<file path="src/rtl/uart_io_bridge_pkg.sv">
// Shared word width, FIFO depth defaults and TX sequencer state codes for the UART bridge.
package uart_io_bridge_pkg;

    localparam int WORD              = 32;
    localparam int UART_RX_DEPTH_LOG = 4;
    localparam int UART_TX_DEPTH_LOG = 4;
    localparam int TX_TIMEOUT_LOG    = 4;

    typedef enum logic [1:0] {
        TX_IDLE    = 2'd0,
        TX_LAUNCH  = 2'd1,
        TX_WAIT_HI = 2'd2,
        TX_WAIT_LO = 2'd3
    } tx_state_t;

endpackage

</file>
<file path="src/rtl/uart_io_bridge_fifo.sv">
// First-word-fall-through synchronous FIFO; pointers carry an extra wrap bit for full/empty.
module sync_fifo_fwft
    import uart_io_bridge_pkg::*;
#(
    parameter int WIDTH     = 8,
    parameter int DEPTH_LOG = UART_RX_DEPTH_LOG
) (
    input  logic             clk,
    input  logic             rst,
    input  logic             push,
    input  logic             pop,
    input  logic [WIDTH-1:0] din,
    output logic [WIDTH-1:0] dout,
    output logic             full,
    output logic             empty
);

    localparam int DEPTH = 1 << DEPTH_LOG;

    logic [WIDTH-1:0]   r_mem [DEPTH];
    logic [DEPTH_LOG:0] r_wr_ptr;
    logic [DEPTH_LOG:0] r_rd_ptr;
    logic               w_do_push;
    logic               w_do_pop;

    assign empty = (r_wr_ptr == r_rd_ptr);
    assign full  = (r_wr_ptr[DEPTH_LOG-1:0] == r_rd_ptr[DEPTH_LOG-1:0]) &&
                   (r_wr_ptr[DEPTH_LOG] != r_rd_ptr[DEPTH_LOG]);

    // A pop frees the slot first, so a push into a full FIFO is accepted when paired with a pop.
    assign w_do_pop  = pop & ~empty;
    assign w_do_push = push & (~full | w_do_pop);
    assign dout      = r_mem[r_rd_ptr[DEPTH_LOG-1:0]];

    always_ff @(posedge clk or negedge rst) begin
        if (!rst) begin
            r_wr_ptr <= '0;
            r_rd_ptr <= '0;
        end else begin
            if (w_do_push) r_wr_ptr <= r_wr_ptr + 1'b1;
            if (w_do_pop)  r_rd_ptr <= r_rd_ptr + 1'b1;
        end
    end

    always_ff @(posedge clk) begin
        if (w_do_push) r_mem[r_wr_ptr[DEPTH_LOG-1:0]] <= din;
    end

endmodule

</file>
<file path="src/rtl/uart_io_bridge.sv">
// Buffered byte bridge between the core's UART handshake and the raw serial RX/TX cores.
//   state      | meaning
//   TX_IDLE    | waiting for a queued byte and an idle transmitter
//   TX_LAUNCH  | tx_start pulse, byte already latched in tx_data
//   TX_WAIT_HI | waiting for transmitter to raise busy (timeout guarded)
//   TX_WAIT_LO | frame in flight, waiting for busy to drop
module uart_io_bridge
    import uart_io_bridge_pkg::*;
#(
    parameter int RX_DEPTH_LOG = UART_RX_DEPTH_LOG,
    parameter int TX_DEPTH_LOG = UART_TX_DEPTH_LOG
) (
    input  logic            clk,
    input  logic            rst,
    output logic            cpu_ready,
    output logic [WORD-1:0] cpu_r_data,
    input  logic            cpu_clear,
    output logic            cpu_busy,
    input  logic            cpu_start,
    input  logic [WORD-1:0] cpu_t_data,
    input  logic            rx_data_ready,
    input  logic [7:0]      rx_data,
    output logic            rx_clear,
    input  logic            tx_busy,
    output logic            tx_start,
    output logic [7:0]      tx_data,
    output logic            rx_overrun
);

    logic [7:0]                w_rx_head;
    logic                      w_rx_full;
    logic                      w_rx_empty;
    logic                      w_rx_capture;
    logic [7:0]                w_tx_head;
    logic                      w_tx_full;
    logic                      w_tx_empty;
    logic                      w_tx_pop;
    logic                      w_tx_load;
    logic                      w_unused_t_hi;
    tx_state_t                 r_state;
    tx_state_t                 w_state_next;
    logic [TX_TIMEOUT_LOG-1:0] r_timer;
    logic [TX_TIMEOUT_LOG-1:0] w_timer_next;
    logic                      r_rx_clear;
    logic                      r_rx_overrun;
    logic [7:0]                r_tx_data;

    assign w_unused_t_hi = ^cpu_t_data[WORD-1:8];

    // The receiver keeps ready high until it sees our ack, so skip the cycle right after an ack.
    assign w_rx_capture = rx_data_ready & ~r_rx_clear;

    sync_fifo_fwft #(.WIDTH(8), .DEPTH_LOG(RX_DEPTH_LOG)) u_rx_fifo (
        .clk   (clk),
        .rst   (rst),
        .push  (w_rx_capture),
        .pop   (cpu_clear),
        .din   (rx_data),
        .dout  (w_rx_head),
        .full  (w_rx_full),
        .empty (w_rx_empty)
    );

    sync_fifo_fwft #(.WIDTH(8), .DEPTH_LOG(TX_DEPTH_LOG)) u_tx_fifo (
        .clk   (clk),
        .rst   (rst),
        .push  (cpu_start),
        .pop   (w_tx_pop),
        .din   (cpu_t_data[7:0]),
        .dout  (w_tx_head),
        .full  (w_tx_full),
        .empty (w_tx_empty)
    );

    assign cpu_ready  = ~w_rx_empty;
    assign cpu_r_data = w_rx_empty ? '0 : {{(WORD-8){1'b0}}, w_rx_head};
    assign cpu_busy   = w_tx_full;
    assign rx_clear   = r_rx_clear;
    assign rx_overrun = r_rx_overrun;
    assign tx_data    = r_tx_data;
    assign tx_start   = (r_state == TX_LAUNCH);

    always_ff @(posedge clk or negedge rst) begin
        if (!rst) begin
            r_rx_clear   <= 1'b0;
            r_rx_overrun <= 1'b0;
        end else begin
            r_rx_clear <= w_rx_capture;
            if (w_rx_capture && w_rx_full && !cpu_clear) r_rx_overrun <= 1'b1;
        end
    end

    always_ff @(posedge clk or negedge rst) begin
        if (!rst) begin
            r_state   <= TX_IDLE;
            r_timer   <= '0;
            r_tx_data <= '0;
        end else begin
            r_state <= w_state_next;
            r_timer <= w_timer_next;
            if (w_tx_load) r_tx_data <= w_tx_head;
        end
    end

    always_comb begin
        w_state_next = r_state;
        w_timer_next = r_timer;
        w_tx_pop     = 1'b0;
        w_tx_load    = 1'b0;
        case (r_state)
            TX_IDLE: begin
                if (!w_tx_empty && !tx_busy) begin
                    w_tx_pop     = 1'b1;
                    w_tx_load    = 1'b1;
                    w_state_next = TX_LAUNCH;
                end
            end
            TX_LAUNCH: begin
                w_state_next = TX_WAIT_HI;
                w_timer_next = '1;
            end
            TX_WAIT_HI: begin
                if (tx_busy)            w_state_next = TX_WAIT_LO;
                else if (r_timer == '0) w_state_next = TX_IDLE;
                else                    w_timer_next = r_timer - 1'b1;
            end
            TX_WAIT_LO: begin
                if (!tx_busy) w_state_next = TX_IDLE;
            end
            default: w_state_next = TX_IDLE;
        endcase
    end

endmodule

</file>
<file path="config.mk">
export PLATFORM = sky130hd
export DESIGN_NAME = uart_io_bridge
export DESIGN_NICKNAME = d
export VERILOG_FILES = /design/src/rtl/uart_io_bridge_pkg.sv /design/src/rtl/uart_io_bridge_fifo.sv /design/src/rtl/uart_io_bridge.sv
export SDC_FILE = /design/constraint.sdc
export NUM_CORES = 1
export LEC_CHECK = 0
export ABC_AREA = 0
export BUFFER_PORTS_ARGS = -buffer_cell sky130_fd_sc_hd__buf_4
export CAP_MARGIN = 5
export CORE_MARGIN = 4
export CORE_UTILIZATION = 54
export CTS_BUF_LIST = sky130_fd_sc_hd__clkbuf_4 sky130_fd_sc_hd__clkbuf_8 sky130_fd_sc_hd__clkbuf_16
export CTS_CLUSTER_SIZE = 25
export DETAILED_ROUTE_END_ITERATION = 6
export PLACE_DENSITY_LB_ADDON = 0.15
export SLEW_MARGIN = 5
export SYNTH_ARGS = -nofsm -noshare
export SYNTH_HDL_FRONTEND = slang
export SYNTH_SLANG_ARGS = --single-unit
</file>
<file path="constraint.sdc">
create_clock -name clk -period 2.7 [get_ports clk]
set_input_delay 0 -clock clk [delete_from_list [all_inputs] [get_ports clk]]
set_output_delay 0 -clock clk [all_outputs]
set_load 0.02 [all_outputs]
</file>
==> metrics.md, run 1 <==
| Metric | Value |
|---|---|
| Status | `completed` |
| Final antenna-violating net count | `0` |
| Yosys top cell area share | `a little under two thirds` |
| Maximum VDD drop | `just over 700 µV` |
| Main synth FF type | `edfxtp_1` |
| Cell Rows | `54` |
| RSZ-0062 raised after global routing | `no` |
| H-tree levels | `1` |
| CP required | `about 2.7 ns` |
| HP Class | `input port to flip-flop` |
| WL/cell | `roughly 22 µm` |
| Post-DP HPWL | `15010 µm` |
| Commonest cells in the synthesized netlist | `edfxtp_1, mux4_2, dfrtp_1, buf_4, mux2i_1` |
| Clock sink count | `slightly below 300` |
| Antenna diodes | `0` |
| Max cap viols | `0` |
| Syn Inst Count | `638` |
| Via count | `roughly 6000` |
| Largest net degree at the start of global routing | `37` |
| Distinct cells, synth | `46` |
| Leak | `about 5 nW` |
| Critical path type | `flip-flop to output pin` |
| Power Density | `1066 nW/µm²` |
| Starting Density | `between 50% and 60%` |
| Fin. Hold Viols | `0` |
| Grt ovf | `0` |
| Clock root buffer | `clkbuf_16` |
| Synth async-reset ratio | `12.33%` |
| Global router's overall resource usage | `about a fifth` |
| Relative slew slack | `between 60% and 70%` |
| Drt first pass iters | `5` |
| Area contributors post-synth | `edfxtp_1, mux4_2, dfrtp_1, mux2i_1, buf_4` |
| Worst setup EP type | `output pin` |
| Crit Path Max Fanout | `35` |
| Layout Skew | `roughly 0.011 ns` |
| Clk slew on worst S/H paths | `roughly 0.06 ns` |
| Chip height | `about 160 µm` |
| Initial antenna violation count | `0` |
| Most frequent cell after synthesis | `edfxtp_1` |
| Port bufs | `42` |
| Tmin final | `~2.5 ns` |
| Drt drc | `0` |
| Worst setup SP type | `flip-flop` |
| Fin cells | `1030` |
| Area taken by multi-input logic gates | `between 3000 and 4000 µm²` |
| Reg area | `~8600 µm²` |
| Synth area leader | `edfxtp_1` |
| Core area | `approximately 22000 µm²` |
| WP data arrival | `~2.5 ns` |
| Syn_area_per_cell | `about 19 µm²` |
| Die W | `about 160 µm` |
| Period utilization | `around nine tenths` |
| Post-synth EDFFs | `256` |
| DR iter-0 viols | `around 470` |
| Register area share after synthesis | `a little over 70%` |
| Clk_lat worst skew | `between 0.5 and 0.6 ns` |
| Syn Std Cell Area | `12140 µm²` |
| R2r setup slk | `around 0.42 ns` |
| Number of fill cells in the layout | `roughly 1500` |
| Setup TNS | `0 ns` |
| Area growth from synthesis to layout | `15.26%` |
| Gpl congestion | `a little under 0.8` |
| Yosys warns | `0` |
| Synthesized flop and latch total | `about 290` |
| IO Count | `91` |
| Fraction of layout cells with a size suffix above 1 | `between 20% and 30%` |
| Fin. max-slew vios | `0` |
| First-pass GRT wire length | `around 36000 µm` |
| Vias in the first global route | `just over 6000` |
| Slew @ Worst Pin | `0.5830 ns` |
| DIE AREA | `between 20000 and 25000 µm²` |
| FMAX | `about 0.4 GHz` |
| Clock tree buffer depth | `3` |
| Clock buffers created by TritonCTS | `29` |
| TritonCTS clock tree | `yes` |
| Via density | `between 5 and 6` |
| Detailed Route WL | `22990 µm` |
| Placed Cells | `approximately 960` |
| Final nets | `a little under 800` |
| Final setup vio count | `0` |
[sequential cells by signal, summed over array words and instances, names as in the netlist]
name,flops
rx_overrun,1
u_rx_fifo.r_mem,128
r_timer,4
r_state,2
u_tx_fifo.r_rd_ptr,5
rx_clear,1
tx_data,8
u_tx_fifo.r_wr_ptr,5
u_rx_fifo.r_wr_ptr,5
u_rx_fifo.r_rd_ptr,5
u_tx_fifo.r_mem,128
[layer usage]
layer / track usage (%) / wire [µm] / up-vias / part of all wire, %
met5: 0 / 0 / - / 0
met2: 29.31 / 10860 / 184 / 47
met3: 2.734 / 1252 / 30 / 5.4
met1: 29.09 / 10490 / 3124 / 46
li1: - / - / 2708 / -
met4: 3.933 / 390 / 0 / 1.7
[cell type report]
cell class	instances	area share (%)
Clock buffer	37	5.662
Clock inverter	15	0.9660
Inverter	9	0.2415
Multi-Input combinational cell	299	23.05
Sequential cell	292	61.42
Tap cell	280	2.504
Timing Repair Buffer	98	6.154
[timing repair]
action,in CTS,in global routing
gates resized for setup,0,2
endpoints found under the setup margin,0,1
setup buffers,0,0
hold endpoints to repair,310,0
hold buffers,23,0
[layout by cell type, fill, tap and decap left out, types with 11 or more instances in the layout]
cell type	Yosys	final
dfrtp_1	36	33
conb_1	1	24
a211oi_1	18	17
nor2b_1	13	13
mux4_2	56	56
ha_1	11	11
mux2i_1	25	25
xnor2_1	21	21
edfxtp_1	256	256
dlygate4sd3_1	0	22
and3_1	18	18
clkbuf_16	0	29
buf_4	27	71
[where the power goes]
group / internal [mW] / total (mW) / switching, mW
logic: 2.45 / 5.09 / 2.63
clock network: 2.27 / 3.87 / 1.61
registers: 5.53 / 5.95 / 0.423
[critical path: stages (launching register included)]
cell and delay (ns):
dfrtp_2 0.40, buf_16 0.27, mux4_2 0.53, nor2b_1 0.14, a211oi_1 0.29, a211oi_1 0.11
buf_4 0.18
[path summary, 6_finish.rpt]
kind | start | to | depth (start not counted)
setup / recovery | u_rx_fifo.r_rd_ptr[0]$_DFFE_PN0P_ | cpu_r_data[7] | 6
hold / removal | tx_busy | r_state[0]$_DFFE_PN0P_ | 3
setup reg to reg | u_rx_fifo.r_rd_ptr[4]$_DFFE_PN0P_ | u_rx_fifo.r_mem[10][5]$_DFFE_PP_ | 3
hold reg to reg | rx_overrun$_DFFE_PN0P_ | rx_overrun$_DFFE_PN0P_ | 1
max in group asynchronous | rst | u_tx_fifo.r_rd_ptr[2]$_DFFE_PN0P_ | 4
min in group asynchronous | rst | u_rx_fifo.r_rd_ptr[4]$_DFFE_PN0P_ | 4
[stage by stage]
step / utilization, % / area (µm²) / setup WS (ns) / power (mW) / hold WS, ns
global placement: 58.33 / 12810 / 0.4634 / 10.98 / -0.01268
floorplan: - / 12220 / 0.08770 / 9.542 / -0.2956
global route: 63.70 / 13990 / 0.08379 / 15.65 / 0.2670
CTS: 63.65 / 13980 / 0.09453 / 15.04 / 0.2200
detailed placement: 58.33 / 12810 / 0.4195 / 11.11 / 0.002515
finish: 63.70 / 13990 / 0.2245 / 14.91 / 0.2670
[kinds of logic after synthesis]
kind of cell	Yosys count	synth area share (%)
AOI/OAI and AO/OA	54	3.577
xor gates and xnor gates	30	2.165
adders and majority gates	11	1.134
buffers and inverters	70	3.423
DFF	292	70.76
muxes	101	14.56
other	1	0.03090
and+or+nand+nor	79	4.351
No activity file was read; power rests on OpenSTA's default activity.
==> inputs of run 2 (changes only) <==
CELL_PAD_IN_SITES_DETAIL_PLACEMENT = 0   (was not set)
CELL_PAD_IN_SITES_GLOBAL_PLACEMENT = 1   (was not set)
CORE_UTILIZATION = 47   (was 54)
==> run 2 against run 1 <==
Net effect:
- via count rose by 0.41%
- highest routed layer unchanged
- fmax fell by 3.5%
- die area rose by 14%
- first-iteration DRC count rose by 8.1%
- global-route usage fell by 1.5 points
- sequential share of layout area fell by 0.83 points
- count of clock-buffer cells in the layout did not move
- clock power rose by 13%
- routed wire length rose by 6.2%
- critical endpoint is now cpu_r_data[2]
- critical path depth did not move
- clock skew rose by 0.0058 ns
==> metrics.md, run 2 (synthesis gave the netlist of run 1 again) <==
| Metric | Value |
|---|---|
| Vias in the first global route | `roughly 6300` |
| Global router's overall resource usage | `between 15 and 20%` |
| Clock power share | `around 28%` |
| WL/cell | `about 23 µm` |
| Placed Cells | `1002` |
| TritonCTS clock tree | `yes` |
| DR iter-0 viols | `approximately 510` |
| Sw Share | `between 30% and 40%` |
| WHS Endpoint | `r_state[0]$_DFFE_PN0P_` |
| Power Density | `roughly 1100 nW/µm²` |
| R2r setup slk | `0.34 ns` |
| Antenna diodes | `0` |
| Clk_lat worst skew | `0.55 ns` |
| Drt drc | `0` |
| Status | `completed` |
| Area growth from synthesis to layout | `16.85%` |
| Layout Skew | `0.01696 ns` |
| First-pass GRT wire length | `approximately 38000 µm` |
| IO Count | `91` |
| Clock root buffer | `clkbuf_16` |
| Worst setup SP type | `flip-flop` |
| Via density | `between 5 and 6` |
| Slew @ Worst Pin | `0.6705 ns` |
| Crit Path Max Fanout | `27` |
| H-tree levels | `1` |
| Hold_sp | `tx_busy` |
| Largest net degree at the start of global routing | `44` |
| Starting Density | `between 40 and 50%` |
| Gpl congestion | `between 0.7 and 0.8` |
| Chip height | `between 150 and 200 µm` |
| Leak | `~5 nW` |
| Fraction of layout cells with a size suffix above 1 | `27.62%` |
| Leading cell types in the layout, fill and taps excluded | `edfxtp_1, buf_4, mux4_2` |
| Share of power burned in registers | `38.3%` |
| RR Startpoint | `u_rx_fifo.r_wr_ptr[2]$_DFFE_PN0P_` |
| Detailed Route WL | `about 24000 µm` |
| HP Class | `input port to flip-flop` |
| Final nets | `just under 800` |
| Max cap viols | `0` |
| Final antenna-violating net count | `0` |
| Die W | `168.7 µm` |
| Via count | `6071` |
| Worst R2R End | `u_rx_fifo.r_mem[6][3]$_DFFE_PP_` |
| Critical path type | `flip-flop to output pin` |
| Fin cells | `~1100` |
| Sw power | `about 4.8 mW` |
| Cell Rows | `slightly below 60` |
| Drt first pass iters | `5` |
| Core area | `roughly 25000 µm²` |
| Hold Crit Depth | `3` |
| Clock sink count | `just under 300` |
| Pint | `between 10 and 15 mW` |
| Leading cell type in the layout, fill and taps excluded | `edfxtp_1` |
| Initial antenna violation count | `0` |
| Post-DP HPWL | `approximately 16000 µm` |
| Combinational fraction of design power | `33.4%` |
| Tmin final | `about 2.6 ns` |
| R2r worst-path depth | `4` |
| Setup TNS | `0 ns` |
| WP data arrival | `between 2 and 3 ns` |
| Clock buffers created by TritonCTS | `30` |
| CP required | `between 2 and 3 ns` |
| Grt ovf | `0` |
| FMAX | `around 0.39 GHz` |
| Final setup vio count | `0` |
| Fin. max-slew vios | `0` |
| DIE AREA | `about 28000 µm²` |
| Maximum VDD drop | `about 660 µV` |
| Clock tree buffer depth | `3` |
| Clk slew on worst S/H paths | `roughly 0.06 ns` |
| Port bufs | `between 40 and 50` |
| Fin. Hold Viols | `0` |
| Period utilization | `a little over nine tenths` |
| Relative slew slack | `a little under three fifths` |
| RSZ-0062 raised after global routing | `no` |
| Worst setup EP type | `output pin` |
-- run 2: cell types whose count changed in the layout (fill, tap and decap cells not counted), moves of 2 or more --
cell        previous run  this run
bufinv_16              2         5
clkinv_2               7         5
clkbuf_4               7         3
clkbuf_16             29        32
clkinvlp_4             0         4
buf_6                  0         2
-- run 2: through the flow --
stage / hold WS, ns / instance area [µm²] / util (%) / total power [mW] / worst slack [ns]
after floorplan: -0.2956 / 12220 / - / 9.542 / 0.08770
after global placement: -0.01713 / 12820 / 50.63 / 11.06 / 0.4500
after detailed placement: -0.003588 / 12820 / 50.63 / 11.19 / 0.3151
after CTS: 0.2442 / 14170 / 55.94 / 15.67 / 0.01056
after global routing: 0.2690 / 14180 / 55.99 / 16.33 / 0.04660
final: 0.2634 / 14180 / 55.99 / 15.53 / 0.1338
-- run 2: power by group through the flow --
stage	sequential [mW]	clock, mW	combinational [mW]
detailed placement	6.05	0	5.14
floorplan	5.89	0	3.65
CTS	5.95	4.48	5.23
finish	5.95	4.39	5.18
global route	6.02	4.68	5.63
global placement	6.02	0	5.05
-- run 2: how the worst max path moves through the flow --
stage	start	end	slack (ns)	cells past startpoint
final	u_rx_fifo.r_rd_ptr[2]$_DFFE_PN0P_	cpu_r_data[2]	0.13	6
after global routing	u_rx_fifo.r_rd_ptr[2]$_DFFE_PN0P_	cpu_r_data[2]	0.05	6
after floorplan	u_rx_fifo.r_rd_ptr[0]$_DFFE_PN0P_	u_rx_fifo.r_mem[1][0]$_DFFE_PP_	0.09	6
after CTS	u_rx_fifo.r_rd_ptr[2]$_DFFE_PN0P_	cpu_r_data[2]	0.01	6
after global placement	u_tx_fifo.r_rd_ptr[1]$_DFFE_PN0P_	u_tx_fifo.r_mem[12][6]$_DFFE_PP_	0.45	5
after detailed placement	u_rx_fifo.r_wr_ptr[2]$_DFFE_PN0P_	u_rx_fifo.r_mem[6][5]$_DFFE_PP_	0.32	4
-- run 2: layer usage --
layer	wire [µm]	track usage (%)	up-vias
met5	0	0	-
met4	498	3.987	0
met2	10860	25.75	160
met1	11840	27.27	3157
li1	-	-	2718
met3	1208	2.919	36
-- run 2: timing repair --
item,CTS,global route
buffers inserted,2,0
gates resized for setup,1,3
endpoints found under the setup margin,2,3
hold buffers,23,0
endpoints found under the hold margin,310,0
-- run 2: critical path, cell delays in order (launching register included) --
cell,delay [ns]
dfrtp_1,0.38
buf_6,0.31
mux4_2,0.37
nor2b_1,0.14
a211oi_1,0.47
a211oi_1,0.13
buf_4,0.19
-- run 2: layout make-up --
class / count / area [µm²]
fillers: 1927 / 11150
flip-flops and latches: 292 / 8592
multi-input cells: 299 / 3229
clock buffers: 37 / 850.8
repair buffers: 97 / 828.3
well taps: 330 / 412.9
clock inverters: 19 / 234.0
inverters: 9 / 33.78
==> inputs of run 3 (changes only) <==
CORE_UTILIZATION = 55   (was 47)
clock period = 3 ns   (was 2.7 ns; I/O delays follow)
==> run 3 against run 2 <==
Net effect:
- final area shrank 1.4%
- clock skew shrank 0.0091 ns
- first-iteration DRC count shrank 10%
- core utilization increased by 8.3 points
- sequential power down 9.6%
- power is 12% lower
- die area is 14% lower
- highest routed layer unchanged
==> metrics.md, run 3 (synthesis gave the netlist of run 1 again) <==
| Metric | Value |
|---|---|
| Fin. max-slew vios | `0` |
| Gpl congestion | `0.8004` |
| Starting Density | `55.79%` |
| Area growth from synthesis to layout | `15.26%` |
| WL/cell | `around 23 µm` |
| Vias in the first global route | `6234` |
| Slew @ Worst Pin | `0.6685 ns` |
| H-tree levels | `1` |
| Drt first pass iters | `5` |
| Post-Place Cell Area | `~13000 µm²` |
| Final Cell Area | `13990 µm²` |
| Layout Skew | `approximately 0.008 ns` |
| RSZ-0062 raised after global routing | `no` |
| Max cap viols | `0` |
| Port bufs | `between 40 and 50` |
| Global router's overall resource usage | `about 20%` |
| Leak | `~5 nW` |
| DIE AREA | `between 20000 and 25000 µm²` |
| FMAX | `0.3861 GHz` |
| Critical path type | `flip-flop to flip-flop` |
| Clk_lat worst skew | `roughly 0.54 ns` |
| Worst setup EP type | `flip-flop` |
| CP cell instances | `xnor2_1, nand4_2, o31a_1, and4b_1` |
| First-pass GRT wire length | `about 37000 µm` |
| Status | `completed` |
| Clk slew on worst S/H paths | `0.06 ns` |
| DR iter-0 viols | `~450` |
| R2r setup slk | `between 0.4 and 0.5 ns` |
| Final antenna-violating net count | `0` |
| WP data arrival | `about 2.8 ns` |
| Grt ovf | `0` |
| Hold slack | `0.2437 ns` |
| Clock tree buffer depth | `3` |
| Worst setup SP type | `flip-flop` |
| Slowest cell on crit path | `dfrtp_1` |
| Power Density | `slightly below 1000 nW/µm²` |
| Final nets | `roughly 800` |
| Crit Path Max Fanout | `18` |
| Core area | `~22000 µm²` |
| Tmin final | `between 2 and 3 ns` |
| Via density | `5.917` |
| Maximum VDD drop | `approximately 540 µV` |
| Clock sink count | `approximately 300` |
| Die W | `approximately 160 µm` |
| Final Power | `13.60 mW` |
| Fin cells | `slightly above 1000` |
| Leading cell type in the layout, fill and taps excluded | `edfxtp_1` |
| Slowest stage delay, CP | `~0.70 ns` |
| Post-CTS Setup Bufs | `0` |
| Placed Cells | `945` |
| Fin. Hold Viols | `0` |
| Antenna diodes | `0` |
| Drt drc | `0` |
| Via count | `about 6100` |
| Clock buffers created by TritonCTS | `30` |
| HP Class | `input port to flip-flop` |
| Largest net degree at the start of global routing | `37` |
| Initial antenna violation count | `0` |
| Setup TNS | `0 ns` |
| Cell Rows | `54` |
| IO Count | `91` |
| Post-DP HPWL | `around 15000 µm` |
| Leading cell types in the layout, fill and taps excluded | `edfxtp_1, buf_4, mux4_2` |
| Final setup vio count | `0` |
| CP required | `3.17 ns` |
| Number of fill cells in the layout | `1504` |
| TritonCTS clock tree | `yes` |
| Fraction of layout cells with a size suffix above 1 | `a little over a quarter` |
| Period utilization | `a little under nine tenths` |
| Detailed Route WL | `23870 µm` |
| Relative slew slack | `roughly 55%` |
| Chip height | `156.6 µm` |
| Clock root buffer | `clkbuf_16` |
[run 3: cell count changes in the layout (fill, tap and decap cells not counted), moves of 3 or more]
| cell | change |
|---|---|
| nor4bb_2 | +4 |
| buf_4 | -7 |
| nor4bb_1 | -4 |
| clkbuf_8 | +3 |
| clkbuf_4 | +7 |
| bufinv_16 | -3 |
| clkinvlp_4 | -4 |
| clkinv_1 | -3 |
[run 3: area by class of cell]
class                      count  area [µm²]  area share [%]
clock inverter                 9       95.09          0.6798
clock buffer                  46       919.6           6.574
tap                          280       350.3           2.504
inverter                       9       33.78          0.2415
multi-input combinational    299        3244           23.19
timing repair buffer          88       753.2           5.385
sequential                   292        8592           61.42
[run 3: path summary, 6_finish.rpt]
path / from / end / cells after the start
max in group asynchronous: rst / u_rx_fifo.r_rd_ptr[0]$_DFFE_PN0P_ / 4
worst max register to register: u_rx_fifo.r_wr_ptr[3]$_DFFE_PN0P_ / u_rx_fifo.r_mem[6][3]$_DFFE_PP_ / 4
worst max-delay path: u_rx_fifo.r_wr_ptr[3]$_DFFE_PN0P_ / u_rx_fifo.r_mem[6][3]$_DFFE_PP_ / 4
min in group asynchronous: rst / u_rx_fifo.r_wr_ptr[2]$_DFFE_PN0P_ / 4
worst min register to register: rx_overrun$_DFFE_PN0P_ / rx_overrun$_DFFE_PN0P_ / 1
worst min-delay path: tx_busy / r_state[0]$_DFFE_PN0P_ / 3
[run 3: worst max-delay path: cells and delay by family, from the launching register on]
family,cells,cell delay [ns]
simple gates,2,0.90
compound gates,1,0.46
xor+xnor,1,0.15
flops,1,0.70
[run 3: layer usage]
layer | up-vias | part of all wire (%) | GRT usage, %
met5 | - | 0 | 0
met4 | 0 | 1.4 | 4.132
met3 | 30 | 6.3 | 3.014
met2 | 195 | 47 | 30.09
met1 | 3133 | 45 | 31.08
li1 | 2695 | - | -
[run 3: per-stage QoR]
stage	utilization (%)	setup slack [ns]
floorplan	-	0.3877
global placement	58.53	0.5680
detailed placement	58.53	0.4808
CTS	64.30	0.4503
global route	64.30	0.2554
finish	64.30	0.4097
[run 3: repair_timing]
| item | CTS | global route |
|---|---|---|
| hold endpoints to repair | 309 | 0 |
| hold buffers | 23 | 0 |
| gates resized for setup | 0 | 0 |
[run 3: where the power goes]
part | internal, mW | switching [mW] | total, mW
clock network | 2.27 | 1.45 | 3.73
registers | 4.97 | 0.407 | 5.38
logic | 2.14 | 2.35 | 4.49
total | 9.39 | 4.21 | 13.6
